==> src/rtl/instr_loader.sv <==
`default_nettype none
// ============================================================================
//  Module      : instr_loader
//  Description : Receives a program as a byte stream and writes it, one
//                32-bit word at a time, into instruction memory. The stream
//                is a 2-byte little-endian word count N followed by 4*N bytes.
//                Each word is sent little-endian. The CPU is held in reset
//                until a complete program has been written.
//  Ports       : clk_i        - system clock, rising edge
//                rst_i        - asynchronous active-high reset
//                start_i      - pulse that begins a new load (IDLE/DONE/ERR)
//                byte_valid_i - byte_i carries a program byte
//                byte_i       - program byte
//                byte_ready_o - loader accepts byte_i this cycle (HDR/DATA)
//                mem_we_o     - one-cycle instruction-memory write strobe
//                mem_addr_o   - byte address of the word being written
//                mem_data_o   - instruction word being written
//                cpu_rst_o    - low only once a program is fully loaded
//                done_o       - load completed successfully
//                err_o        - header word count exceeded DEPTH_WORDS
//  Revision    : 1.0 - initial release
// ============================================================================
module instr_loader #(
    parameter int DEPTH_WORDS = 256
) (
    input  logic        clk_i,
    input  logic        rst_i,
    input  logic        start_i,
    input  logic        byte_valid_i,
    input  logic [7:0]  byte_i,
    output logic        byte_ready_o,
    output logic        mem_we_o,
    output logic [31:0] mem_addr_o,
    output logic [31:0] mem_data_o,
    output logic        cpu_rst_o,
    output logic        done_o,
    output logic        err_o
);

    localparam logic [31:0] c_depth_words = 32'(DEPTH_WORDS);

    typedef enum logic [2:0] {
        IDLE  = 3'd0,
        HDR   = 3'd1,
        DATA  = 3'd2,
        WRITE = 3'd3,
        DONE  = 3'd4,
        ERR   = 3'd5
    } state_t;

    state_t      r_state;
    state_t      w_next;

    logic [1:0]  r_byte_cnt;   // byte position within header or current word
    logic [15:0] r_word_idx;   // index of the next word to be written
    logic [15:0] r_n;          // word count taken from the header
    logic [31:0] r_asm;        // word assembly register
    logic [31:0] r_mem_addr;
    logic [31:0] r_mem_data;

    logic        w_ready;
    logic        w_accept;
    logic [15:0] w_hdr_n;
    logic        w_last_word;

    assign w_ready  = (r_state == HDR) || (r_state == DATA);
    assign w_accept = byte_valid_i && w_ready;

    // Full word count as it becomes known on the second header byte.
    assign w_hdr_n = {byte_i, r_n[7:0]};

    // Widened compare so the final-word test cannot be fooled by a carry.
    assign w_last_word = (({1'b0, r_word_idx} + 17'd1) == {1'b0, r_n});

    // ------------------------------------------------------------------
    // State register
    // ------------------------------------------------------------------
    always_ff @(posedge clk_i or posedge rst_i) begin
        if (rst_i) begin
            r_state <= IDLE;
        end else begin
            r_state <= w_next;
        end
    end

    // ------------------------------------------------------------------
    // Next-state logic
    // ------------------------------------------------------------------
    always_comb begin
        w_next = r_state;
        case (r_state)
            IDLE, DONE, ERR: begin
                if (start_i) begin
                    w_next = HDR;
                end
            end
            HDR: begin
                if (w_accept && (r_byte_cnt == 2'd1)) begin
                    if (w_hdr_n == 16'd0) begin
                        w_next = DONE;
                    end else if ({16'd0, w_hdr_n} > c_depth_words) begin
                        w_next = ERR;
                    end else begin
                        w_next = DATA;
                    end
                end
            end
            DATA: begin
                if (w_accept && (r_byte_cnt == 2'd3)) begin
                    w_next = WRITE;
                end
            end
            WRITE: begin
                w_next = w_last_word ? DONE : DATA;
            end
            default: begin
                w_next = IDLE;
            end
        endcase
    end

    // ------------------------------------------------------------------
    // Counters, header capture, word assembly and memory-port registers
    // ------------------------------------------------------------------
    always_ff @(posedge clk_i or posedge rst_i) begin
        if (rst_i) begin
            r_byte_cnt <= 2'd0;
            r_word_idx <= 16'd0;
            r_n        <= 16'd0;
            r_asm      <= 32'd0;
            r_mem_addr <= 32'd0;
            r_mem_data <= 32'd0;
        end else begin
            case (r_state)
                IDLE, DONE, ERR: begin
                    if (start_i) begin
                        r_byte_cnt <= 2'd0;
                        r_word_idx <= 16'd0;
                        r_n        <= 16'd0;
                    end
                end
                HDR: begin
                    if (w_accept) begin
                        if (r_byte_cnt == 2'd0) begin
                            r_n[7:0]   <= byte_i;
                            r_byte_cnt <= 2'd1;
                        end else begin
                            r_n[15:8]  <= byte_i;
                            r_byte_cnt <= 2'd0;
                        end
                    end
                end
                DATA: begin
                    if (w_accept) begin
                        r_asm[{r_byte_cnt, 3'b000} +: 8] <= byte_i;
                        // 2-bit counter wraps to 0 for the next word.
                        r_byte_cnt <= r_byte_cnt + 2'd1;
                        if (r_byte_cnt == 2'd3) begin
                            // Top lane comes straight from the bus since the
                            // assembly register has not captured it yet.
                            r_mem_data <= {byte_i, r_asm[23:0]};
                            r_mem_addr <= {14'd0, r_word_idx, 2'b00};
                        end
                    end
                end
                WRITE: begin
                    r_word_idx <= r_word_idx + 16'd1;
                end
                default: begin
                end
            endcase
        end
    end

    // ------------------------------------------------------------------
    // Outputs
    // ------------------------------------------------------------------
    assign byte_ready_o = w_ready;
    assign mem_we_o     = (r_state == WRITE);
    assign mem_addr_o   = r_mem_addr;
    assign mem_data_o   = r_mem_data;
    assign cpu_rst_o    = (r_state != DONE);
    assign done_o       = (r_state == DONE);
    assign err_o        = (r_state == ERR);

endmodule
`default_nettype wire

==> config.mk <==
export PLATFORM = sky130hd
export DESIGN_NAME = instr_loader
export DESIGN_NICKNAME = d
export VERILOG_FILES = /design/src/rtl/instr_loader.sv
export SDC_FILE = /design/constraint.sdc
export NUM_CORES = 1
export LEC_CHECK = 0
export ABC_CLOCK_PERIOD_IN_PS = 3600
export BUFFER_PORTS_ARGS = -buffer_cell sky130_fd_sc_hd__buf_2
export CAP_MARGIN = 20
export CORE_ASPECT_RATIO = 1.4
export CORE_UTILIZATION = 42
export DETAILED_ROUTE_END_ITERATION = 8
export PLACE_DENSITY = 0.66
export SLEW_MARGIN = 20
export SYNTH_ARGS = -nofsm -noshare
export SYNTH_HDL_FRONTEND = slang
export SYNTH_SLANG_ARGS = --single-unit
==> constraint.sdc <==
create_clock -name clk_i -period 3.6 [get_ports clk_i]
set_clock_uncertainty 0.1 [all_clocks]
set_input_delay 0.18 -clock clk_i [delete_from_list [all_inputs] [get_ports clk_i]]
set_output_delay 0.18 -clock clk_i [all_outputs]
set_load 0.05 [all_outputs]
==> summary.md <==
| Metric | Value |
|---|---|
| Total clock sinks | 109 |
| Hold path startpoint | byte_i[0] |
| Fillers | 1123 |
| Largest area contributor in the netlist | dfrtp_1 |
| Die Area | 12800 sq um |
| HP Class | in -> reg |
| Buf+Inv Stages, Crit Path | 1 |
| Pwr Density | 523 nW/um^2 |
| Vias post-DR | 3712 |
| Worst path arrival time | 2.71 ns |
| Die Height | 133 microns |
| Max incr delay on CP | 0.49 ns |
| Hold Path End | r_asm[16] |
| Post-Layout Inst Area | 5850 sq um |
| Slowest cell on the critical path | dfrtp_1 |
| Type of origin of the critical path | register |
| # H-tree levels | 3 |
| Synth cell types | 50 |
| Hpwl dp | 7.96 mm |
| Initial antenna violation count | 0 |
| Fmax | 0.388 GHz |
| Cell Chain, Critical Path | nor2b_1 -> and3_1 -> nand2_2 -> buf_4 -> mux2_2 |
| Origin of the critical flop-to-flop path | r_state[2] |
| CP top delay family | simple AND/OR/NAND/NOR gates |
| Final Power | 3.06 mW |
| Synth warnings | 0 |
| CTS root buffer | clkbuf_16 |
| Synth Register Bits | 109 |
| Worst vdd ir | 0.000351 V |
| Post-Syn Area | 5180 sq um |
| Starting Density | 0.434 |
| Clk buf depth | 2 |
| Register area share after synthesis | 0.526 |
| Reg2Reg Depth | 5 |
| First-pass GRT wire length | 17.9 mm |
| PortBufs | 64 |
| Vias in the first global route | 3489 |
| Routability-driven placement congestion ratio | 0.899 |
| Commonest cells after routing, fill and taps aside | dfrtp_1 (109), nand2_1 (78), buf_2 (64), o21ai_0 (50), mux2_2 (43) |
| Outcome | complete, no violations |
| Number of synthesized flops with an enable pin | 0 |
| Drt wl/cell | 16.1 microns |
| Placement Cell Area | 5550 sq um |
| RSZ-0062 raised after global routing | false |
| Cell count after synthesis | 489 |
| Setup TNS | 0 ns |
| Period utilisation layout | 0.716 |
| Core area | 11900 sq um |
| Fin. max-slew vios | 0 |
| Gr ovfl total | 0 |
| Skew-Pair Late Insertion Delay | 0.34 ns |
| RR Endpoint | mem_addr_o[5] |
| Clock transition at path regs | 0.07 ns |
| TritonRoute pass-1 iters | 4 |
| CTS buffer count | 9 |
| Ys async rst share | 1.00 |
| Drt total wl | 11.2 mm |
| Worst hold path cell count | 3 |
| R2R setup slack | 1.02 ns |
| Share of cells above drive strength 1 | 0.255 |
| Final setup fails | 0 |
| Synth top area share | 0.526 |
| Max FO, Critical Path | 29 |
| Most common cell after layout, fill and taps aside | dfrtp_1 |
| Vias/cell | 5.34 |
| Leak pwr | 2.94 nW |
| Ant diodes | 0 |
| Worst setup path class | reg -> reg |
| Hold Violations, Final | 0 |
| P&R area growth vs syn | 12.9% |
| Worst EP required | 3.73 ns |
| Post_cts resized | 0 |
| DRT antenna net count | 0 |
| CTS tree | yes |
| GRT Total Usage | 0.186 |
| Synth top area cells | dfrtp_1 (53%), mux2_2 (9.3%), nand2_1 (5.7%), o21ai_0 (4.8%), a22o_1 (2.9%) |
| DR iter-0 viols | 218 |
| Largest net degree at the start of global routing | 61 |
| Max Cap Violations | 0 |
| Syn_area_per_cell | 10.6 sq um |
| Slew of the pin with the lowest slew margin | 0.880 ns |
| Worst setup EP type | register |
| Io pins | 81 |
| Row count | 47 |
| Post-synth top flop | dfrtp_1 |
| Drt drc | 0 |
| Chip Width | 95.9 microns |
| Post-layout min period | 2.58 ns |
| Slew margin rel. | 0.409 |
| Final nets | 561 |
-- tightest hold or removal path: cells and delay by family --
| kind | cells | cell delay (ns) |
|---|---|---|
| AOI/OAI and AO/OA | 1 | 0.06 |
| buffers and inverters | 1 | 0.16 |
| and+or+nand+nor | 1 | 0.07 |
-- sequential cells by signal (all words and copies together) (netlist names) --
| name | flops |
|---|---|
| mem_addr_o | 16 |
| mem_data_o | 32 |
| r_asm | 24 |
| r_byte_cnt | 2 |
| r_n | 16 |
| r_state | 3 |
| r_word_idx | 16 |
-- per-stage QoR --
| step | instances | hold slack, ns | utilization | worst slack, ns |
|---|---|---|---|---|
| finish | 695 | 0.0699 | 0.490 | 1.02 |
| global route | 695 | 0.0713 | 0.490 | 0.789 |
| CTS | 695 | 0.0653 | 0.490 | 1.03 |
| detailed placement | 678 | 0.262 | 0.465 | 1.08 |
| global placement | 678 | 0.256 | 0.465 | 1.13 |
| floorplan | 504 | 0.213 | - | 0.446 |
-- where the power goes --
part | internal (mW) | switching, mW | leakage [nW] | total [mW]
registers | 1.32 | 0.115 | 1.50 | 1.44
logic | 0.260 | 0.395 | 1.29 | 0.655
clock network | 0.553 | 0.417 | 0.149 | 0.970
total | 2.14 | 0.926 | 2.94 | 3.06
-- timing repair --
item,CTS,global route
buffers inserted,0,0
hold buffers,1,0
endpoints found under the hold margin,58,0
-- area by class of cell --
cell class	instances	area (sq um)	share of cell area
clock buffers	11	243	0.0415
clock inverters	5	50.0	0.00855
inverters	14	55.1	0.00941
multi-input cells	339	2230	0.380
flip-flops and latches	109	2730	0.466
well taps	147	184	0.0314
repair buffers	70	368	0.0628
-- worst max-delay path by stage --
stage               startpoint        endpoint  slack [ns]  cells after the start
floorplan                rst_i  mem_addr_o[10]        0.45                      1
global placement    r_state[2]   mem_addr_o[3]        1.13                      5
detailed placement  r_state[2]   mem_addr_o[5]        1.08                      5
CTS                 r_state[2]  mem_data_o[17]        1.03                      5
global route        r_state[2]  mem_data_o[19]        0.79                      5
finish              r_state[2]   mem_addr_o[5]        1.02                      5
-- synth_stat cells (3+ instances only) --
library cell / count
buf_2: 9
and3_1: 5
nand3_1: 6
dfrtp_1: 109
buf_4: 18
xnor2_1: 13
mux2_2: 43
nor3_1: 7
a21oi_1: 8
o21ai_1: 4
ha_1: 6
o31ai_1: 6
nand4_1: 3
nor2_1: 25
a22o_1: 17
o21ai_0: 50
nand2_1: 79
clkbuf_1: 13
inv_1: 13
nor4_1: 5
xor2_1: 11
-- layer usage --
metal	wire length, microns	vias to the layer above	global-route usage
li1	-	1778	-
met1	4760	1799	0.237
met2	5690	116	0.309
met3	493	19	0.0348
met4	212	0	0.0697
met5	0	-	0
-- cell families after synthesis --
group	share of synthesized area
AND/OR/NAND/NOR	0.139
flip-flops	0.526
AO/OA/AOI/OAI	0.126
buffers and inverters	0.0558
multiplexers	0.0973
XOR/XNOR	0.0406
adder cells (fa/ha/maj)	0.0145
other	0.000723
Note: power is estimated with default switching activity, not from simulation.
